`config.mk`:
```
export PLATFORM = sky130hd
export DESIGN_NAME = util_dac_diff
export DESIGN_NICKNAME = d
export VERILOG_FILES = /design/src/rtl/util_dac_diff.sv
export SDC_FILE = /design/constraint.sdc
export NUM_CORES = 1
export LEC_CHECK = 0
export CAP_MARGIN = 40
export CORE_ASPECT_RATIO = 0.8
export CORE_MARGIN = 10
export CORE_UTILIZATION = 45
export DETAILED_ROUTE_END_ITERATION = 10
export HOLD_SLACK_MARGIN = 0.03
export PLACE_DENSITY = 0.66
export SLEW_MARGIN = 20
export SYNTH_ARGS = -nofsm -noshare
export SYNTH_HDL_FRONTEND = slang
export SYNTH_SLANG_ARGS = --single-unit
```
`constraint.sdc`:
```
create_clock -name clk -period 7.8 [get_ports clk]
set_input_delay 1.95 -clock clk [delete_from_list [all_inputs] [get_ports clk]]
set_output_delay 1.95 -clock clk [all_outputs]
set_load 0.005 [all_outputs]
```
`src/rtl/util_dac_diff.sv`:
```
// util_dac_diff: slew-limited differential line-state to DAC sample stream,
// which ramps to midscale and drops wr_valid after a run of idle requests.
module util_dac_diff #(
  parameter int WORD_WIDTH   = 1,
  parameter int BYTE_WIDTH   = 1,
  parameter int HIGH_VAL     = 96,
  parameter int LOW_VAL      = -96,
  parameter int SLEW_STEP    = 32,
  parameter int NO_DIFF_WAIT = 50
) (
  input  logic                               clk,
  input  logic                               rstn,
  input  logic [1:0]                         diff_in,
  output logic [WORD_WIDTH*BYTE_WIDTH*8-1:0] wr_data,
  output logic                               wr_valid,
  input  logic                               wr_enable
);
  localparam int CW = $clog2(NO_DIFF_WAIT + 1);
  localparam logic [CW-1:0] WAIT_C = CW'(NO_DIFF_WAIT);
  localparam logic signed [9:0] SS = 10'(SLEW_STEP);
  localparam logic signed [7:0] SS8 = 8'(SLEW_STEP);
  localparam logic signed [7:0] HV = 8'(HIGH_VAL);
  localparam logic signed [7:0] LV = 8'(LOW_VAL);
  typedef enum logic [1:0] {IDLE, ACTIVE, RETURN} state_t;
  state_t state_q, state_d;
  logic signed [7:0] cur_q, cur_d, tgt;
  logic valid_q, valid_d, active, xfer;
  logic [CW-1:0] cnt_q, cnt_d, cnt_inc;
  // 10-bit difference keeps tgt-cur exact, so the result never wraps or overshoots
  function automatic logic signed [7:0] step(input logic signed [7:0] c, input logic signed [7:0] t);
    logic signed [9:0] d;
    d = 10'(t) - 10'(c);
    return d > SS ? c + SS8 : (d < -SS ? c - SS8 : t);
  endfunction
  assign active  = diff_in[1] ^ diff_in[0];
  assign tgt     = diff_in == 2'b10 ? HV : (diff_in == 2'b01 ? LV : 8'sd0);
  assign xfer    = valid_q & wr_enable;
  assign cnt_inc = cnt_q == WAIT_C ? cnt_q : cnt_q + 1'b1;
  always_comb begin
    state_d = state_q;
    cur_d   = cur_q;
    valid_d = valid_q;
    cnt_d   = cnt_q;
    case (state_q)
      IDLE: if (active) begin
        state_d = ACTIVE;
        valid_d = 1'b1;
        cur_d   = step(8'sd0, tgt);
      end
      ACTIVE: begin
        cnt_d = active ? '0 : cnt_inc;
        if (xfer) cur_d = step(cur_q, tgt);
        if (!active && cnt_inc == WAIT_C) state_d = RETURN;
      end
      RETURN: if (active) begin
        state_d = ACTIVE;
        cnt_d   = '0;
        if (xfer) cur_d = step(cur_q, tgt);
      end else if (xfer) begin
        if (cur_q == 8'sd0) begin
          state_d = IDLE;
          valid_d = 1'b0;
          cnt_d   = '0;
        end else cur_d = step(cur_q, 8'sd0);
      end
      default: state_d = IDLE;
    endcase
  end
  always_ff @(posedge clk) begin
    if (!rstn) begin
      state_q <= IDLE;
      cur_q   <= '0;
      valid_q <= 1'b0;
      cnt_q   <= '0;
    end else begin
      state_q <= state_d;
      cur_q   <= cur_d;
      valid_q <= valid_d;
      cnt_q   <= cnt_d;
    end
  end
  assign wr_data  = {(WORD_WIDTH*BYTE_WIDTH){cur_q}};
  assign wr_valid = valid_q;
endmodule

```
==> results.md, run 1 <==
- HPWL reported at the end of detailed placement: 2940 microns
- Clock share of power: 14.7%
- Leading area contributor after synthesis: dfxtp_1
- Distinct cells, synth: 60
- Most common cell in the netlist: nand2_1
- Synth top area share: a little over a fifth
- Total internal power: around 0.25 mW
- Hold wc startpoint: wr_data[2]
- WS Path Type: in -> reg
- Grt total ovfl: 0
- Fin crit period: 5.11 ns
- # fillers: approximately 330
- Initial antenna violation count: 0
- H-tree depth: 1
- Clk buf depth: 2
- Post-route design area: 1790 sq um
- Synthesized net count: 236
- Share of cells above drive strength 1: 4.46%
- Top_reg_cell synth: dfxtp_1
- Ys async rst share: 0%
- Post-CTS Setup Inserts: 0
- Setup crit start kind: input pin
- Worst r2r src: wr_data[5]
- Worst path required time: 7.99 ns
- Outcome: finished, final reports clean
- Pwr dens: 256 nW/um^2
- NumNets Final: 243
- Critical path arrival: roughly 5.3 ns
- LEAKAGE: 0.667 nW
- Die Wd: around 87 microns
- Worst VDD drop: 155 uV
- Cell count after synthesis: 218
- First DRT Iteration DRCs: 165
- 1st-pass router iterations: 4
- Die H: 73.6 microns
- Sw frac: 46.2%
- Worst slew pin tran: 0.652 ns
- Area Growth Syn to Fin: 10.5%
- Crit path capture type: register
- Fraction of the yosys area taken by sequential cells: 21.0%
- DR WL/cell: 14.8 microns
- Final slew viol count: 0
- RSZ-0062 raised after global routing: no
- # clock sinks: 17
- Maximum number of pins on one net before global-route repair: 20
- GP Congestion: 0.884
- CTS tree: yes
- Combinational fraction of design power: 58.0%
- Via count: between 1500 and 2000
- Via/cell ratio: 5.92
- Max-slew headroom: 56.4%
- Routed Antenna Nets: 0
- Core box area: 3450 sq um
- Max-cap violation count: 0
- Worst-path fanout max: 8
- CTS buffer count: 3
- Worst reg2reg setup slack: 4.95 ns
- Synth warnings: 0
- Setup TNS: 0 ns
- # rows: 19
- I/O pin count: 14
- Clock root cell: clkbuf_8
- Ant diodes: 0
- Final WL: between 3000 and 4000 microns
- Top post-synthesis cells by count: nand2_1, nor2_1, dfxtp_1
- PortBufs: 13
- R2R depth: 10
- Register bit total from synthesis: 17
- PostCTS Resize Cnt: 0
- Cts hold-fix bufs: 0
- Initial Util: 46.9%
- Clock Pin Slew Worst Setup and Hold Paths: ~0.07 ns
- Worst-skew pair later-pin latency: 0.25 ns
- Achievable Freq: 0.196 GHz
- Layout Skew: 0.00105 ns
- Sequential share of power: 27.3%
- Mapped cell area: around 1600 sq um
- Number of enable flip-flop cells after synthesis: 0
- Hold endpoint: wr_data[2]
- Switching power total: 0.212 mW
- Die area: roughly 6400 sq um
- Syn Area/Cell: 7.42 sq um
- Cells on Worst Hold Path: 2
- Final-report hold violation count: 0
- GRT Util Overall: 12.1%
- # DRC: 0
- Setup-failing EPs final: 0
- Placed instance area: around 1700 sq um
- Final worst-path cycle share: 65.5%
- Vias in the first global route: 1383
- Power Total: roughly 0.46 mW
- WHS: around 0.45 ns
- First-pass GRT wire length: 6620 microns
- Ranking of synthesized cells by area: dfxtp_1, ha_1, nand2_1
- Hold Path Class: reg -> reg
- Terminus of the critical flop-to-flop path: wr_data[6]
## flip-flops by register name, indices dropped and copies added (netlist names)
signal    count
cnt_q         6
state_q       2
wr_data       8
wr_valid      1
## metrics by stage
step	util, %	setup WS [ns]	instances
4_1_cts	51.9	2.71	266
3_3_place_gp	50.5	2.54	262
5_1_grt	51.9	2.46	266
2_1_floorplan	-	3.17	218
3_5_place_dp	50.5	2.45	262
6_report	51.9	2.69	266
## layer usage
layer	vias up	part of all wire [%]	global-route usage (%)
met4	0	0.36	1.62
met1	697	53	18.5
met5	-	0	0
met3	2	8.0	3.43
li1	822	-	-
met2	53	39	16.3
## worst max path at each step
stage | from | endpoint | depth (start not counted)
CTS | diff_in[0] | wr_data[6] | 13
finish | diff_in[0] | wr_data[6] | 13
floorplan | diff_in[0] | wr_data[6] | 13
global placement | diff_in[0] | wr_data[6] | 12
detailed placement | diff_in[0] | wr_data[3] | 13
global route | diff_in[0] | wr_data[3] | 13
## placed cells by master, fill, tap and decap left out, drive strengths merged, types with 2 or more instances in the layout
cell type      synthesis  final
nand2                 22     22
nor2                  20     20
dfxtp                 17     17
inv                   15     15
ha                    13     13
clkdlybuf4s50          0     13
o21ai                 13     13
a21oi                  9      9
nor3                   9      9
nand3                  8      8
xor2                   5      5
o311ai                 5      5
a31oi                  4      4
a21o                   4      4
nor2b                  4      4
o211ai                 4      4
nand4                  3      3
a211oi                 3      3
a311oi                 3      3
a221oi                 3      3
o31ai                  3      3
clkbuf                 5      3
clkinv                 2      3
and2                   2      2
nand2b                 2      2
o2111ai                2      2
o22ai                  2      2
mux2i                  2      2
o31a                   2      2
a21boi                 2      2
or2                    2      2
and3                   2      2
## layout make-up
type / count / area (sq um) / share of cell area (%)
repair buffers: 13 / 130 / 7.28
multi-input cells: 173 / 1150 / 64.6
inverters: 17 / 63.8 / 3.57
clock buffers: 3 / 41.3 / 2.31
well taps: 42 / 52.6 / 2.94
clock inverters: 1 / 5.00 / 0.280
flip-flops and latches: 17 / 340 / 19.0
## logic make-up after synthesis
| family | count (synthesis) | share of synthesized area (%) |
|---|---|---|
| and+or+nand+nor | 79 | 24.1 |
| AOI/OAI and AO/OA | 72 | 32.1 |
| buffers and inverters | 28 | 7.58 |
| DFF | 17 | 21.0 |
| adders and majority gates | 13 | 10.1 |
| xor gates and xnor gates | 6 | 3.25 |
| muxes | 3 | 1.93 |
## worst max-delay path, cell delays in order
cell	delay, ns
clkdlybuf4s50_1	0.51
inv_1	0.08
ha_1	0.42
clkinv_1	0.27
ha_1	0.33
or2_1	0.26
or4b_1	0.50
o311ai_1	0.12
a211o_1	0.15
and3_1	0.27
nor3_1	0.07
o31a_1	0.27
o21ai_2	0.10
## power groups by stage
stage,registers [mW],clock network (mW),logic [mW]
after floorplan,0.113,0,0.214
after global placement,0.126,0,0.262
after detailed placement,0.126,0,0.260
after CTS,0.124,0.0685,0.262
after global routing,0.127,0.0714,0.296
final,0.125,0.0675,0.266
(Power assumes the default switching activity.)
==> inputs of run 2 (changes only) <==
clock period = 4.8 ns   (was 7.8 ns; I/O delays follow)
==> results.md, run 2 (synthesis results as in run 1) <==
- Outcome: finished, final reports clean
- Critical path arrival: 4.34 ns (-0.97 ns)
- Crit path capture type: register
- Routed Antenna Nets: 0 (unchanged)
- # DRC: 0 (unchanged)
- LEAKAGE: 0.668 nW (+0.16%)
- Post-CTS Setup Inserts: 0 (unchanged)
- # fillers: 336 (+3.1%)
- Global routing's busiest layer: met1
- RSZ-0062 raised after global routing: no
- Pwr dens: 413 nW/um^2 (+61%)
- Crit path max-delay family: simple AND/OR/NAND/NOR gates
- Finished Core Util: 52.2% (+0.29 points)
- CTS tree: yes
- Clock root cell: clkbuf_8
- Register area: 340 sq um (unchanged)
- I/O pin count: 14 (unchanged)
- PortBufs: 13 (unchanged)
- Most used cell, CP: ha_1
- Worst slew pin tran: 0.716 ns (+0.0634 ns)
- GRT Util Overall: 12.5% (+0.39 points)
- Final-report hold violation count: 0 (unchanged)
- Number of flip-flops under the largest register name: 8 (unchanged)
- Die H: 73.6 microns (unchanged)
- HPWL reported at the end of detailed placement: 2990 microns (+1.6%)
- Power Total: 0.742 mW (+62%)
- Worst-skew pair later-pin latency: 0.25 ns (about the same)
- Multi-input gate area: 1150 sq um (unchanged)
- Met2 Use GR: 17.6% (+1.3 points)
- Clock Pin Slew Worst Setup and Hold Paths: 0.07 ns (about the same)
- 1st-pass router iterations: 5 (+1)
- Setup TNS: 0 ns (unchanged)
- Setup crit start kind: input pin
- # rows: 19 (unchanged)
- Maximum number of pins on one net before global-route repair: 20 (unchanged)
- Die Wd: 87.0 microns (unchanged)
- # clock sinks: 17 (unchanged)
- NumNets Final: 244 (+0.41%)
- Worst VDD drop: 256 uV (+65%)
- First-pass GRT wire length: 6740 microns (+1.8%)
- First DRT Iteration DRCs: 191 (+16%)
- Grt total ovfl: 0 (unchanged)
- Via count: 1638 (+4.1%)
- Cts hold-fix bufs: 0 (unchanged)
- M1 GR Usage: 18.0% (-0.43 points)
- GP Congestion: 0.867 (-1.9%)
- Initial Util: 46.9% (unchanged)
- Clk buf depth: 2 (unchanged)
- CP bufs+invs: 3 (unchanged)
- Final worst slack: 0.598 ns (-2.09 ns)
- Commonest non-fill, non-tap cell in the layout: nand2_1
- Setup-failing EPs final: 0 (unchanged)
- Achievable Freq: 0.238 GHz
- Vias in the first global route: 1407 (+1.7%)
- Via/cell ratio: 6.13 (+3.7%)
- Met3 GRT Util: 3.87% (+0.44 points)
- Fin crit period: between 4 and 5 ns
- Hold Path Class: reg -> reg
- WHS: 0.452 ns (-0.00115 ns)
- Final worst-path cycle share: 87.5%
- Crit-path cells: clkdlybuf4s50_1, inv_1, ha_1, clkinv_1, ha_1, or2_1, or4b_1, o311ai_1, a211o_1, and3_1, mux2_2, o31a_1, o21ai_2
- Place WS: 0.346 ns (-2.10 ns)
- Layout Skew: 0.00462 ns (+0.00357 ns)
- Core box area: 3450 sq um (unchanged)
- Final slew viol count: 0 (unchanged)
- Die area: 6410 sq um (unchanged)
- Ant diodes: 0 (unchanged)
- Most frequent cells in the layout: nand2_1, nor2_1, dfxtp_1
- CTS buffer count: 3 (unchanged)
- PostCTS Resize Cnt: 0 (unchanged)
- Worst path required time: 4.94 ns (-3.05 ns)
- DR WL/cell: 14.8 microns (+0.18%)
- Initial antenna violation count: 0 (unchanged)
- Area Growth Syn to Fin: 11.1%
- Slowest CP cell: clkdlybuf4s50_1
- Worst-path fanout max: 7 (-1)
- Max-slew headroom: 52.1% (-4.2 points)
- Final WL: 3960 microns (+0.56%)
- CP peak stage delay: 0.53 ns (+0.02 ns)
- Share of cells above drive strength 1: 4.89% (+0.42 points)
- Max-cap violation count: 0 (unchanged)
- WS Path Type: in -> reg
- H-tree depth: 1 (unchanged)
==> run 2: cell count changes in the layout (fill, tap and decap cells not counted), sizes merged <==
cell / previous run / this run
clkinv: 3 / 2
buf: 0 / 1
clkinvlp: 0 / 1
==> run 2: tightest hold or removal path, delay by kind of cell, from the launching register on <==
kind	cells	cell delay, ns
AND/OR/NAND/NOR	2	0.09
flip-flops	1	0.33
==> run 2: final cells by class <==
type / instances / share of cell area [%]
multi-input cells: 173 / 64.2
inverters: 17 / 3.55
clock inverters: 1 / 0.418
repair buffers: 14 / 7.65
flip-flops and latches: 17 / 18.9
clock buffers: 3 / 2.30
well taps: 42 / 2.92
==> run 2: through the flow <==
stage	std cells	cell area, sq um
6_report	267	1800
5_1_grt	267	1800
4_1_cts	267	1800
3_5_place_dp	263	1750
3_3_place_gp	263	1750
2_1_floorplan	218	1620
==> run 2: power breakdown <==
part	switching (mW)	internal, mW
combinational	0.246	0.183
clock	0.0520	0.0584
sequential	0.0412	0.161
total	0.339	0.402
==> run 2: per-layer routing <==
| layer | vias to the layer above | part of all wire (%) |
|---|---|---|
| li1 | 827 | - |
| met1 | 742 | 51 |
| met2 | 63 | 40 |
| met3 | 6 | 8.3 |
| met4 | 0 | 0.56 |
| met5 | - | 0 |
==> run 2: final timing paths <==
kind                                  from    endpoint  slack (ns)  cells after the start
worst min-delay path            wr_data[3]  wr_data[3]        0.45                      2
worst min register to register  wr_data[3]  wr_data[3]        0.45                      2
worst max register to register  wr_data[5]  wr_data[6]        1.95                     10
worst max-delay path            diff_in[0]  wr_data[6]        0.60                     13
==> inputs of run 3 (changes only) <==
CTS_CLUSTER_DIAMETER = 30   (was default)
clock period = 4.89 ns   (was 4.8 ns; I/O delays follow)
==> results.md, run 3 (synthesis results as in run 1) <==
- CP bufs+invs: 3 (unchanged)
- Worst path required time: 5.09 ns (+0.15 ns)
- R2R depth: 10 (unchanged)
- Via count: 1636 (-0.12%)
- Placed instance area: 1750 sq um (unchanged)
- Slowest CP cell: clkdlybuf4s50_1
- Crit path capture type: register
- Setup-failing EPs final: 0 (unchanged)
- Crit-path cells: clkdlybuf4s50_1, inv_1, ha_1, clkinv_1, ha_1, or2_1, or4b_1, o311ai_1, a211o_1, and3_1, o311ai_1, and3_4, nor2_1
- Final WL: 4120 microns (+4.2%)
- Outcome: finished, final reports clean
- Post-route design area: 1800 sq um (-0.14%)
- Combinational fraction of design power: 58.2% (+0.3 points)
- Max-cap violation count: 0 (unchanged)
- Vias in the first global route: 1476 (+4.9%)
- LEAKAGE: 0.671 nW (+0.56%)
- Ant diodes: 0 (unchanged)
- Grt total ovfl: 0 (unchanged)
- Die Wd: 87.0 microns (unchanged)
- Post-CTS Setup Inserts: 0 (unchanged)
- Clock Pin Slew Worst Setup and Hold Paths: 0.07 ns (about the same)
- DR WL/cell: 15.4 microns (+4.2%)
- HPWL reported at the end of detailed placement: 3000 microns (+0.35%)
- PostCTS Resize Cnt: 0 (unchanged)
- Max-slew headroom: 54.5% (+2.3 points)
- Place WS: 0.421 ns (+0.0746 ns)
- Final-report hold violation count: 0 (unchanged)
- Most frequent cells in the layout: nand2_1, nor2_1, dfxtp_1
- RSZ-0062 raised after global routing: no
- Cells on Worst Hold Path: 2 (unchanged)
- NumNets Final: 244 (unchanged)
- Die H: 73.6 microns (unchanged)
- GRT Util Overall: 13.1% (+0.55 points)
- H-tree depth: 1 (unchanged)
- Initial Util: 46.9% (unchanged)
- # clock sinks: 17 (unchanged)
- Die area: 6410 sq um (unchanged)
- GP Congestion: 0.867 (about the same)
- Clk buf depth: 2 (unchanged)
- Cts hold-fix bufs: 0 (unchanged)
- Number of flip-flops under the largest register name: 8 (unchanged)
- Final worst slack: 0.669 ns (+0.0704 ns)
- Worst-path fanout max: 7 (unchanged)
- 1st-pass router iterations: 4 (-1)
- Hold Path Class: reg -> reg
- Critical path arrival: 4.42 ns (+0.08 ns)
- Maximum number of pins on one net before global-route repair: 20 (unchanged)
- PortBufs: 13 (unchanged)
- Layout Skew: 0.00116 ns (-0.00346 ns)
- # DRC: 0 (unchanged)
- Initial antenna violation count: 0 (unchanged)
- First DRT Iteration DRCs: 190 (-0.52%)
- CP peak stage delay: 0.52 ns (about the same)
- Final worst-path cycle share: 86.3%
- Cells after DPL: 263 (unchanged)
- First-pass GRT wire length: 7040 microns (+4.5%)
- Worst slew pin tran: 0.681 ns (-0.0347 ns)
- Fin cells: 267 (unchanged)
- Via/cell ratio: 6.13 (-0.12%)
- Fin crit period: 4.22 ns
- CTS buffer count: 3 (unchanged)
- WS Path Type: in -> reg
- Sw frac: 46.4% (+0.67 points)
- CTS tree: yes
- Core box area: 3450 sq um (unchanged)
- Power Total: 0.736 mW (-0.72%)
- Worst path depth: 13 (unchanged)
- I/O pin count: 14 (unchanged)
- Routed Antenna Nets: 0 (unchanged)
- Commonest non-fill, non-tap cell in the layout: nand2_1
- Achievable Freq: 0.237 GHz
- Share of cells above drive strength 1: 4.89% (unchanged)
- Switching power total: 0.342 mW (+0.72%)
- Worst-skew pair later-pin latency: 0.25 ns (about the same)
- # rows: 19 (unchanged)
- Setup crit start kind: input pin
- Sequential share of power: 26.9% (-0.3 points)
- Area Growth Syn to Fin: 11.0%
- Final slew viol count: 0 (unchanged)
- Worst VDD drop: 249 uV (-2.6%)
- Pwr dens: 410 nW/um^2 (-0.58%)
- Clock root cell: clkbuf_8
- Setup TNS: 0 ns (unchanged)
- Total internal power: 0.394 mW (-1.9%)
- Clock share of power: 14.9% (about the same)
- Crit path max-delay family: simple AND/OR/NAND/NOR gates
[run 3: changes by cell type in the layout (fill, tap and decap cells not counted)]
| cell | before | now |
|---|---|---|
| clkinv_2 | 0 | 1 |
| clkinvlp_4 | 1 | 0 |
[run 3: power by group through the flow]
stage	sequential, mW	combinational [mW]	clock (mW)
2_1_floorplan	0.180	0.341	0
5_1_grt	0.204	0.474	0.116
4_1_cts	0.197	0.423	0.110
6_report	0.198	0.429	0.109
3_5_place_dp	0.201	0.419	0
3_3_place_gp	0.201	0.420	0
[run 3: cell type report]
class	instances	area, sq um
inverter	17	63.8
timing repair buffer	14	138
tap	42	52.6
clock inverter	1	5.00
multi-input combinational	173	1150
sequential	17	340
fill	342	1650
clock buffer	3	41.3
[run 3: metrics by stage]
stage               hold slack, ns  util, %
global placement             0.442     50.7
detailed placement           0.435     50.7
global route                 0.476     52.1
finish                       0.450     52.1
floorplan                    0.439        -
CTS                          0.451     52.1
[run 3: final timing paths]
path	to	slack, ns	from
max	wr_data[0]	0.67	diff_in[0]
min	wr_data[3]	0.45	wr_data[3]
max reg2reg	wr_data[0]	2.04	wr_data[5]
min reg2reg	wr_data[3]	0.45	wr_data[3]
[run 3: layer usage]
layer | up-vias | global-route usage, % | wire length [microns]
met2 | 59 | 18.3 | 1640
met5 | - | 0 | 0
met3 | 6 | 3.98 | 337
met1 | 747 | 18.6 | 2110
met4 | 0 | 3.41 | 36
li1 | 824 | - | -
[run 3: worst register-to-register path, delay by kind of cell, from the launching register on]
kind / cells / cell delay [ns]
AOI/OAI and AO/OA: 3 / 0.40
adders and majority gates: 1 / 0.30
DFF: 1 / 0.55
buffers and inverters: 1 / 0.15
and+or+nand+nor: 5 / 1.39
